File: src/rtl/pc_fetch_unit.sv
// Program counter and instruction-fetch stage: issues fetches, registers the
// returned instruction for decode, and handles redirects. Optional macro: ALIGN_CHECK_EN.
module pc_fetch_unit (
  input  logic        clk,
  input  logic        rst_n,
  input  logic        redirect_valid,
  input  logic [31:0] redirect_target,
  input  logic        stall,
  output logic        imem_req,
  output logic [31:0] imem_addr,
  input  logic        imem_ready,
  input  logic [31:0] imem_rdata,
  output logic        instr_valid,
  output logic [31:0] instr,
  output logic [31:0] instr_pc,
  output logic [31:0] pc_plus4,
  output logic        misalign_trap
);

  localparam logic [31:0] RESET_VECTOR = 32'h0000_0000;
  localparam logic [31:0] TRAP_VECTOR  = 32'h0000_0100;

  typedef enum logic [1:0] {
    ST_RESET,
    ST_FETCH,
    ST_HOLD
  } state_t;

  state_t      state, state_next;
  logic [31:0] pc, pc_next;
  logic [31:0] instr_next, instr_pc_next;
  logic        instr_valid_next;
  logic        trap_next;
  logic [31:0] redirect_pc;
  logic        misaligned;

`ifdef ALIGN_CHECK_EN
  assign misaligned  = (redirect_target[1:0] != 2'b00);
  assign redirect_pc = misaligned ? TRAP_VECTOR : redirect_target;
`else
  // Low address bits are simply dropped so the PC always stays word aligned.
  assign misaligned  = 1'b0;
  assign redirect_pc = redirect_target & ~32'h3;
`endif

  assign imem_addr = pc;
  assign pc_plus4  = instr_pc + 32'd4;

  // NOTE: every output of this block gets a default before the case so no
  // path leaves a variable unassigned, which would infer a latch.
  always_comb begin
    state_next       = state;
    pc_next          = pc;
    instr_next       = instr;
    instr_pc_next    = instr_pc;
    instr_valid_next = instr_valid;
    trap_next        = 1'b0;
    imem_req         = 1'b0;

    unique case (state)
      ST_RESET: begin
        state_next = ST_FETCH;
      end
      ST_FETCH: begin
        imem_req = !(instr_valid && stall);
        if (redirect_valid) begin
          pc_next          = redirect_pc;
          instr_valid_next = 1'b0;
          trap_next        = misaligned;
        end else if (instr_valid && stall) begin
          state_next = ST_HOLD;
        end else if (imem_ready) begin
          instr_next       = imem_rdata;
          instr_pc_next    = pc;
          instr_valid_next = 1'b1;
          pc_next          = pc + 32'd4;
        end else begin
          // Decode took the previous word; nothing new arrived to replace it.
          instr_valid_next = 1'b0;
        end
      end
      ST_HOLD: begin
        if (redirect_valid) begin
          state_next       = ST_FETCH;
          pc_next          = redirect_pc;
          instr_valid_next = 1'b0;
          trap_next        = misaligned;
        end else if (!stall) begin
          state_next       = ST_FETCH;
          instr_valid_next = 1'b0;
        end
      end
      default: begin
        state_next = ST_RESET;
      end
    endcase
  end

  // NOTE: sequential state uses non-blocking assignments so every register
  // samples the pre-edge values, independent of statement order.
  always_ff @(posedge clk or negedge rst_n) begin
    if (!rst_n) begin
      state       <= ST_RESET;
      pc          <= RESET_VECTOR;
      instr       <= 32'h0;
      instr_pc    <= 32'h0;
      instr_valid <= 1'b0;
    end else begin
      state       <= state_next;
      pc          <= pc_next;
      instr       <= instr_next;
      instr_pc    <= instr_pc_next;
      instr_valid <= instr_valid_next;
    end
  end

`ifdef ALIGN_CHECK_EN
  logic trap_q;
  always_ff @(posedge clk or negedge rst_n) begin
    if (!rst_n) trap_q <= 1'b0;
    else        trap_q <= trap_next;
  end
  assign misalign_trap = trap_q;
`else
  assign misalign_trap = 1'b0;
  logic unused_trap;
  assign unused_trap = trap_next;
`endif

endmodule

File: config.mk
export PLATFORM = sky130hd
export DESIGN_NAME = pc_fetch_unit
export DESIGN_NICKNAME = d
export VERILOG_FILES = /design/src/rtl/pc_fetch_unit.sv
export SDC_FILE = /design/constraint.sdc
export NUM_CORES = 1
export LEC_CHECK = 0
export ABC_AREA = 0
export BUFFER_PORTS_ARGS = -buffer_cell sky130_fd_sc_hd__buf_2
export CAP_MARGIN = 20
export CELL_PAD_IN_SITES_DETAIL_PLACEMENT = 0
export CELL_PAD_IN_SITES_GLOBAL_PLACEMENT = 2
export CORE_ASPECT_RATIO = 1.2
export CORE_MARGIN = 2
export CORE_UTILIZATION = 27
export DETAILED_ROUTE_END_ITERATION = 6
export PLACE_DENSITY_LB_ADDON = 0.1
export SLEW_MARGIN = 20
export SYNTH_ARGS = -nofsm -noshare
export SYNTH_HDL_FRONTEND = slang
export SYNTH_SLANG_ARGS = --single-unit
File: constraint.sdc
create_clock -name clk -period 3.6 [get_ports clk]
set_clock_uncertainty 0.2 [all_clocks]
set_input_delay 1.08 -clock clk [delete_from_list [all_inputs] [get_ports clk]]
set_output_delay 1.08 -clock clk [all_outputs]
set_load 0.02 [all_outputs]
==> results of run 1 <==
## path summary, 6_finish.rpt
path,startpoint,endpoint,depth (start not counted)
worst max-delay path,instr_pc[2]$_DFFE_PN0P_,pc_plus4[20],7
worst min-delay path,instr[21]$_DFFE_PN0P_,instr[21]$_DFFE_PN0P_,2
worst max register to register,imem_addr[2]$_DFFE_PN0P_,imem_addr[22]$_DFFE_PN0P_,6
worst min register to register,instr[21]$_DFFE_PN0P_,instr[21]$_DFFE_PN0P_,2
max in group asynchronous,rst_n,imem_addr[31]$_DFFE_PN0P_,2
min in group asynchronous,rst_n,instr_pc[7]$_DFFE_PN0P_,1
## state kept, by name, summed over array words and instances, names as in the netlist
register and cells:
imem_addr 30, instr_pc 30, state 2, instr 32
instr_valid 1
## cell type report
type / instances / area [um2]
Inverter: 7 / 26.3
Antenna cell: 1 / 2.50
Timing Repair Buffer: 208 / 1100
Fill cell: 1965 / 11600
Clock inverter: 6 / 91.3
Multi-Input combinational cell: 475 / 2490
Tap cell: 224 / 280
Sequential cell: 95 / 2380
Clock buffer: 10 / 239
## synthesized netlist by cell type (4+ instances only)
cell	instances
nand2_1	207
dfrtp_1	95
a21oi_1	34
nand3_1	30
nor2_1	27
clkbuf_1	25
o21ai_0	22
xnor2_1	19
nand4_1	16
nor3_1	12
and3_1	11
xor2_1	9
nor4_1	8
o22ai_1	8
buf_4	7
inv_1	7
and2_1	6
nor2b_1	6
buf_1	4
buf_2	4
mux2i_1	4
## cells by family after synthesis
logic type | share of synthesized area
compound gates | 0.116
xor+xnor | 0.0487
fa+ha+maj | 0.00497
buf+inv | 0.0435
flops | 0.472
mux | 0.00796
other cells | 0.000745
simple gates | 0.306
## worst max-delay path, stage by stage (launching register included)
cell and delay, ps:
dfrtp_1 400, ha_2 230, and4_4 250, and4_2 270, and2_4 210, nor2b_1 170, xnor2_1 120, buf_2 180
## layer usage
metal / vias to the layer above / routed length (um) / global-route usage
met5: - / 0 / 0
met4: 0 / 284 / 0.0497
met3: 16 / 1110 / 0.0376
met2: 165 / 7670 / 0.268
met1: 2300 / 7670 / 0.227
li1: 2434 / - / -
## per-stage QoR
stage	power (mW)	utilization	instances	worst slack (ps)	area [um2]
floorplan	2.83	-	618	239	5050
global placement	3.56	0.342	1006	303	6240
detailed placement	3.58	0.342	1006	296	6240
CTS	4.67	0.360	1022	5.57	6570
global route	4.93	0.362	1025	7.04	6600
finish	4.63	0.362	1026	144	6610
## power groups by stage
stage	Clock, mW	Sequential [mW]	Combinational [mW]
after floorplan	0	2.05	0.781
after global placement	0	1.78	1.78
after detailed placement	0	1.79	1.80
after CTS	1.10	1.77	1.80
after global routing	1.15	1.83	1.96
final	1.06	1.77	1.80
## timing repair
item / CTS / global route
pin swaps: 0 / 0
gates resized for setup: 1 / 5
buffers inserted: 0 / 3
endpoints found under the setup margin: 7 / 13
## cell usage in the layout, fill, tap and decap left out, types with 3 or more instances in the layout
| cell type | n |
|---|---|
| nor2b_1 | 6 |
| conb_1 | 7 |
| mux2i_1 | 4 |
| or2_2 | 3 |
| nor3_1 | 11 |
| o21ai_0 | 22 |
| and3_1 | 10 |
| o22ai_1 | 8 |
| dfrtp_1 | 95 |
| nand4_1 | 16 |
| nor4_1 | 8 |
| a21oi_1 | 34 |
| clkbuf_16 | 9 |
| nand2_1 | 206 |
| inv_1 | 7 |
| buf_4 | 18 |
| clkinvlp_4 | 3 |
| nor2_1 | 26 |
| buf_2 | 189 |
| a2bb2oi_1 | 3 |
| o32ai_1 | 3 |
| xor2_1 | 9 |
| nand3_1 | 30 |
| o22a_1 | 3 |
| a31oi_1 | 3 |
| and2_1 | 5 |
| xnor2_1 | 19 |
==> summary.md, run 1 <==
- done — TritonCTS clock tree
- 5030 um2 — Synth Cell Area
- 8.22 um2 — Mapped Avg Cell Area
- 56 — count of different cell masters after synthesis
- clkbuf_16 — Clock Tree Root
- 0.790 — RD Place Congestion
- 0 — setup violators final
- dfrtp_1 — Main synth FF type
- 0.960 — period utilisation layout
- dfrtp_1 — top cell type by total area after synthesis
- 0 — Post-synth EDFFs
- 350 ps — clock latency reported for the late side of the worst-skew pair
- 16700 um — final wirelength
- 289 MHz — Fmax
- 0.389 — combinational power share
- 70 ps — clock edge transition at the registers on the reported setup and hold paths
- 9 — number of CTS-inserted buffers
- 0.472 — sequential area share after synthesis
- 225 — initial drt markers
- 3.29 nW — leakage power figure
- 272 ps — smallest hold slack
- 836 ps — actual slew at the worst max-slew pin
- 0 — Maximum Capacitance Violations
- flop to flop — worst min-delay path class
- 0.382 — sequential share of power
- dfrtp_1 47%, nand2_1 15%, a21oi_1 3.4% — top area cells in the synthesized netlist
- 200 — IO Pins
- 0.472 — area fraction of the dominant cell type after synthesis
- 867 — Post-layout nets
- 612 — gate count after technology mapping
- 0 — number of hold violations in the final report
- output pin — endpoint type of the worst setup path
- 2 — Max clock buf depth
- 0 — GR Overflow Total
- 0.438 — Worst slew margin
- 3460 ps — crit path time final
- 1 — antenna violations before repair
- 54 — count of standard-cell rows
- 8 — Crit Path Max Fanout
- completed — outcome
- 1.00 — fraction of registers with async set or reset after synthesis
- 4.79 — via density per instance
- false — setup repair after global routing missed its margin
- 0 — count of yosys warnings during synthesis
- 12500 um — Final HPWL DP
- 2.63 mW — Internal
- 701 nW/um2 — PD cells
- flop — element type at the critical path start
- 2180 ps — data arrival time at the worst-slack endpoint
- 4721 — via count of the first global-routing pass
- 1040 ps — setup slack on the worst flop-to-flop path
- 26100 um — first-pass GRT wire length
- 19800 um2 — die area
- 0.276 — Initial Util
- 0 — Post-route DRC
- 57 — pin count of the biggest net entering global routing
- 129 um — horizontal die dimension
- 4 — TritonRoute pass-1 iters
- 190 — Buffers on Ports
- 0.308 — fraction of layout instances using a drive strength above 1
- 0.229 — proportion of power drawn by the clock network
- 0.168 — GR Util All Layers
- 4915 — total vias in the final route
- 0.432 — switching part of the total
- 18200 um2 — core box area
- 3 — htree depth
- 95 — sink count of the clock tree
- 2.00 mW — switching component of the power
- 154 um — height of the die
- 0 ps — sum of negative setup slack
- 31.3% — Area growth, synth to finish
- 0 — CTS Hold Bufs
- 0 — final antenna-violating net count
- 196 uV — Max rail drop VDD
- flop to output pin — critical setup path kind
- 95 — post-synthesis register bit count
- 16.3 um — average routed wire per standard cell
- 2320 ps — critical path data required time
- 0 — number of pins exceeding their max-slew limit in the final report
Note: power is estimated with default switching activity, not from simulation.
==> run 2: changes to the inputs <==
CELL_PAD_IN_SITES_DETAIL_PLACEMENT = 1   (was 0)
CELL_PAD_IN_SITES_GLOBAL_PLACEMENT = 1   (was 2)
CORE_UTILIZATION = 35   (was 27)
==> run 2 against run 1 <==
  * Clock-buffer cell count is 3 higher
  * Largest power group unchanged
  * Power is 1.8% lower
  * Largest cell class unchanged
  * Global-route usage is 4.9 points higher
  * Critical endpoint unchanged
==> summary.md, run 2 (synthesis gave the netlist of run 1 again) <==
- 48 — count of standard-cell rows, -11%
- 410 ps — Crit path largest cell delay, about the same
- 29.4% — Area growth, synth to finish
- 60 ps — clock edge transition at the registers on the reported setup and hold paths, about the same
- 286 MHz — Fmax, -1.3%
- 350 ps — clock latency reported for the late side of the worst-skew pair, about the same
- 26300 um — first-pass GRT wire length, +1.0%
- ha_2 > and4_4 > and4_2 > and2_4 > nor2b_1 > xnor2_1 > buf_2 — ordered list of cells on the worst path
- 3.29 nW — leakage power figure, -0.27%
- 2.58 mW — Internal, -1.9%
- 0 — number of hold violations in the final report, unchanged
- 0 — Maximum Capacitance Violations, unchanged
- 113 um — horizontal die dimension, -12%
- 698 nW/um2 — PD cells, -0.40%
- 15400 um2 — die area, -22%
- flop to flop — worst min-delay path class
- 0 — count of inserted antenna diode cells, -1
- 974 — non-filler instance count after layout, -5.1%
- 32 — max reg flops, unchanged
- completed — outcome
- 206 x nand2_1, 188 x buf_2, 93 x dfrtp_1 — leading cell types in the layout, fill and taps excluded
- 865 — Post-layout nets, -0.23%
- clkbuf_16 — Clock Tree Root
- 0.820 — RD Place Congestion, +3.7%
- 321 — initial drt markers, +43%
- 135 um — height of the die, -12%
- 4 — TritonRoute pass-1 iters, unchanged
- 1768 — number of inserted filler cells in the final layout, -10%
- 222 uV — Max rail drop VDD, +14%
- 12400 um — Final HPWL DP, -1.2%
- 3 — htree depth, unchanged
- 0 — final antenna-violating net count, unchanged
- 0.432 — switching part of the total, +0.000541
- flop — element type at the critical path start
- 9 — number of CTS-inserted buffers, unchanged
- 661 ps — actual slew at the worst max-slew pin, -175 ps
- 8 — Crit Path Max Fanout, unchanged
- 0 — CTS Hold Bufs, unchanged
- done — TritonCTS clock tree
- 0.972 — period utilisation layout, +0.0126
- nand2_1 — most common cell after layout, fill and taps aside
- 0 ps — sum of negative setup slack, unchanged
- 0.393 — combinational power share, +0.004
- 2320 ps — critical path data required time, about the same
- 0.354 — Initial Util, +0.0777
- 3500 ps — crit path time final, +45.2 ps
- 14200 um2 — core box area, -22%
- 5057 — via count of the first global-routing pass, +7.1%
- 0 — antenna violations before repair, -1
- 0.555 — Worst slew margin, +0.118
- 16600 um — final wirelength, -0.94%
- 17.0 um — average routed wire per standard cell, +4.4%
- 0.308 — fraction of layout instances using a drive strength above 1, -0.000480
- output pin — endpoint type of the worst setup path
- 4.55 mW — total power, -1.8%
- 0.216 — GR Util All Layers, +0.0485
- 956 — DP Cell Count, -5.0%
- 2220 ps — data arrival time at the worst-slack endpoint, +40 ps
- instr — Most flops, register
- 0 — number of pins exceeding their max-slew limit in the final report, unchanged
- 200 — IO Pins, unchanged
- dfrtp_1 — critical path's slowest cell
- 190 — Buffers on Ports, unchanged
- 0.388 — sequential share of power, +0.006
- flop to output pin — critical setup path kind
- 0.219 — proportion of power drawn by the clock network, -0.010
- 0 — setup violators final, unchanged
- 5.14 — via density per instance, +7.4%
- 95 — sink count of the clock tree, unchanged
- 1.97 mW — switching component of the power, -1.7%
- 2 — Max clock buf depth, unchanged
- 0 — Post-route DRC, unchanged
- 50 — pin count of the biggest net entering global routing, -12%
- 0 — GR Overflow Total, unchanged
- 5011 — total vias in the final route, +2.0%
## run 2: final timing paths
check / from / to / slack, ps / depth (start not counted)
max: instr_pc[2]$_DFFE_PN0P_ / pc_plus4[20] / 100 / 7
min: instr[8]$_DFFE_PN0P_ / instr[8]$_DFFE_PN0P_ / 270 / 2
max reg2reg: imem_addr[4]$_DFFE_PN0P_ / imem_addr[31]$_DFFE_PN0P_ / 1150 / 5
min reg2reg: instr[8]$_DFFE_PN0P_ / instr[8]$_DFFE_PN0P_ / 270 / 2
max in group asynchronous: rst_n / instr_pc[10]$_DFFE_PN0P_ / 1940 / 2
min in group asynchronous: rst_n / instr_pc[4]$_DFFE_PN0P_ / 560 / 1
## run 2: repair_timing
action                                  4_1_cts  5_1_grt
gates resized for setup                       2        8
pin swaps                                     0        2
endpoints found under the setup margin        7       10
setup buffers                                 0        2
## run 2: final cells by class
| type | count | area, um2 | share of cell area |
|---|---|---|---|
| clock buffer | 13 | 270 | 0.0415 |
| clock inverter | 3 | 40.0 | 0.00615 |
| inverter | 7 | 26.3 | 0.00403 |
| timing repair buffer | 206 | 1090 | 0.167 |
| tap | 175 | 219 | 0.0336 |
| sequential | 95 | 2380 | 0.365 |
| multi-input combinational | 475 | 2490 | 0.382 |
## run 2: stage by stage
step           area [um2]  setup slack, ps   util  hold slack [ps]
2_1_floorplan        5050              239      -              281
3_5_place_dp         6160              253  0.433              258
4_1_cts              6480             18.6  0.455              275
3_3_place_gp         6160              313  0.433              254
6_report             6510             99.2  0.458              269
5_1_grt              6510            -4.27  0.458              297
## run 2: layer usage
metal	GRT usage	wire [um]	up-vias
li1	-	-	2434
met1	0.263	6890	2413
met2	0.372	8370	146
met3	0.0519	1030	18
met4	0.0786	276	0
met5	0	0	-
## run 2: power groups by stage
stage / registers, mW / logic [mW] / clock network (mW)
after floorplan: 2.05 / 0.781 / 0
after global placement: 1.76 / 1.76 / 0
after detailed placement: 1.77 / 1.80 / 0
after CTS: 1.76 / 1.80 / 1.03
after global routing: 1.82 / 1.95 / 1.06
final: 1.76 / 1.79 / 0.997
## run 2: worst max-delay path: cells and delay by family (launching register included)
kind / cells / cell delay (ps)
xor+xnor: 1 / 130
buf+inv: 1 / 180
flops: 1 / 410
simple gates: 4 / 920
fa+ha+maj: 1 / 230
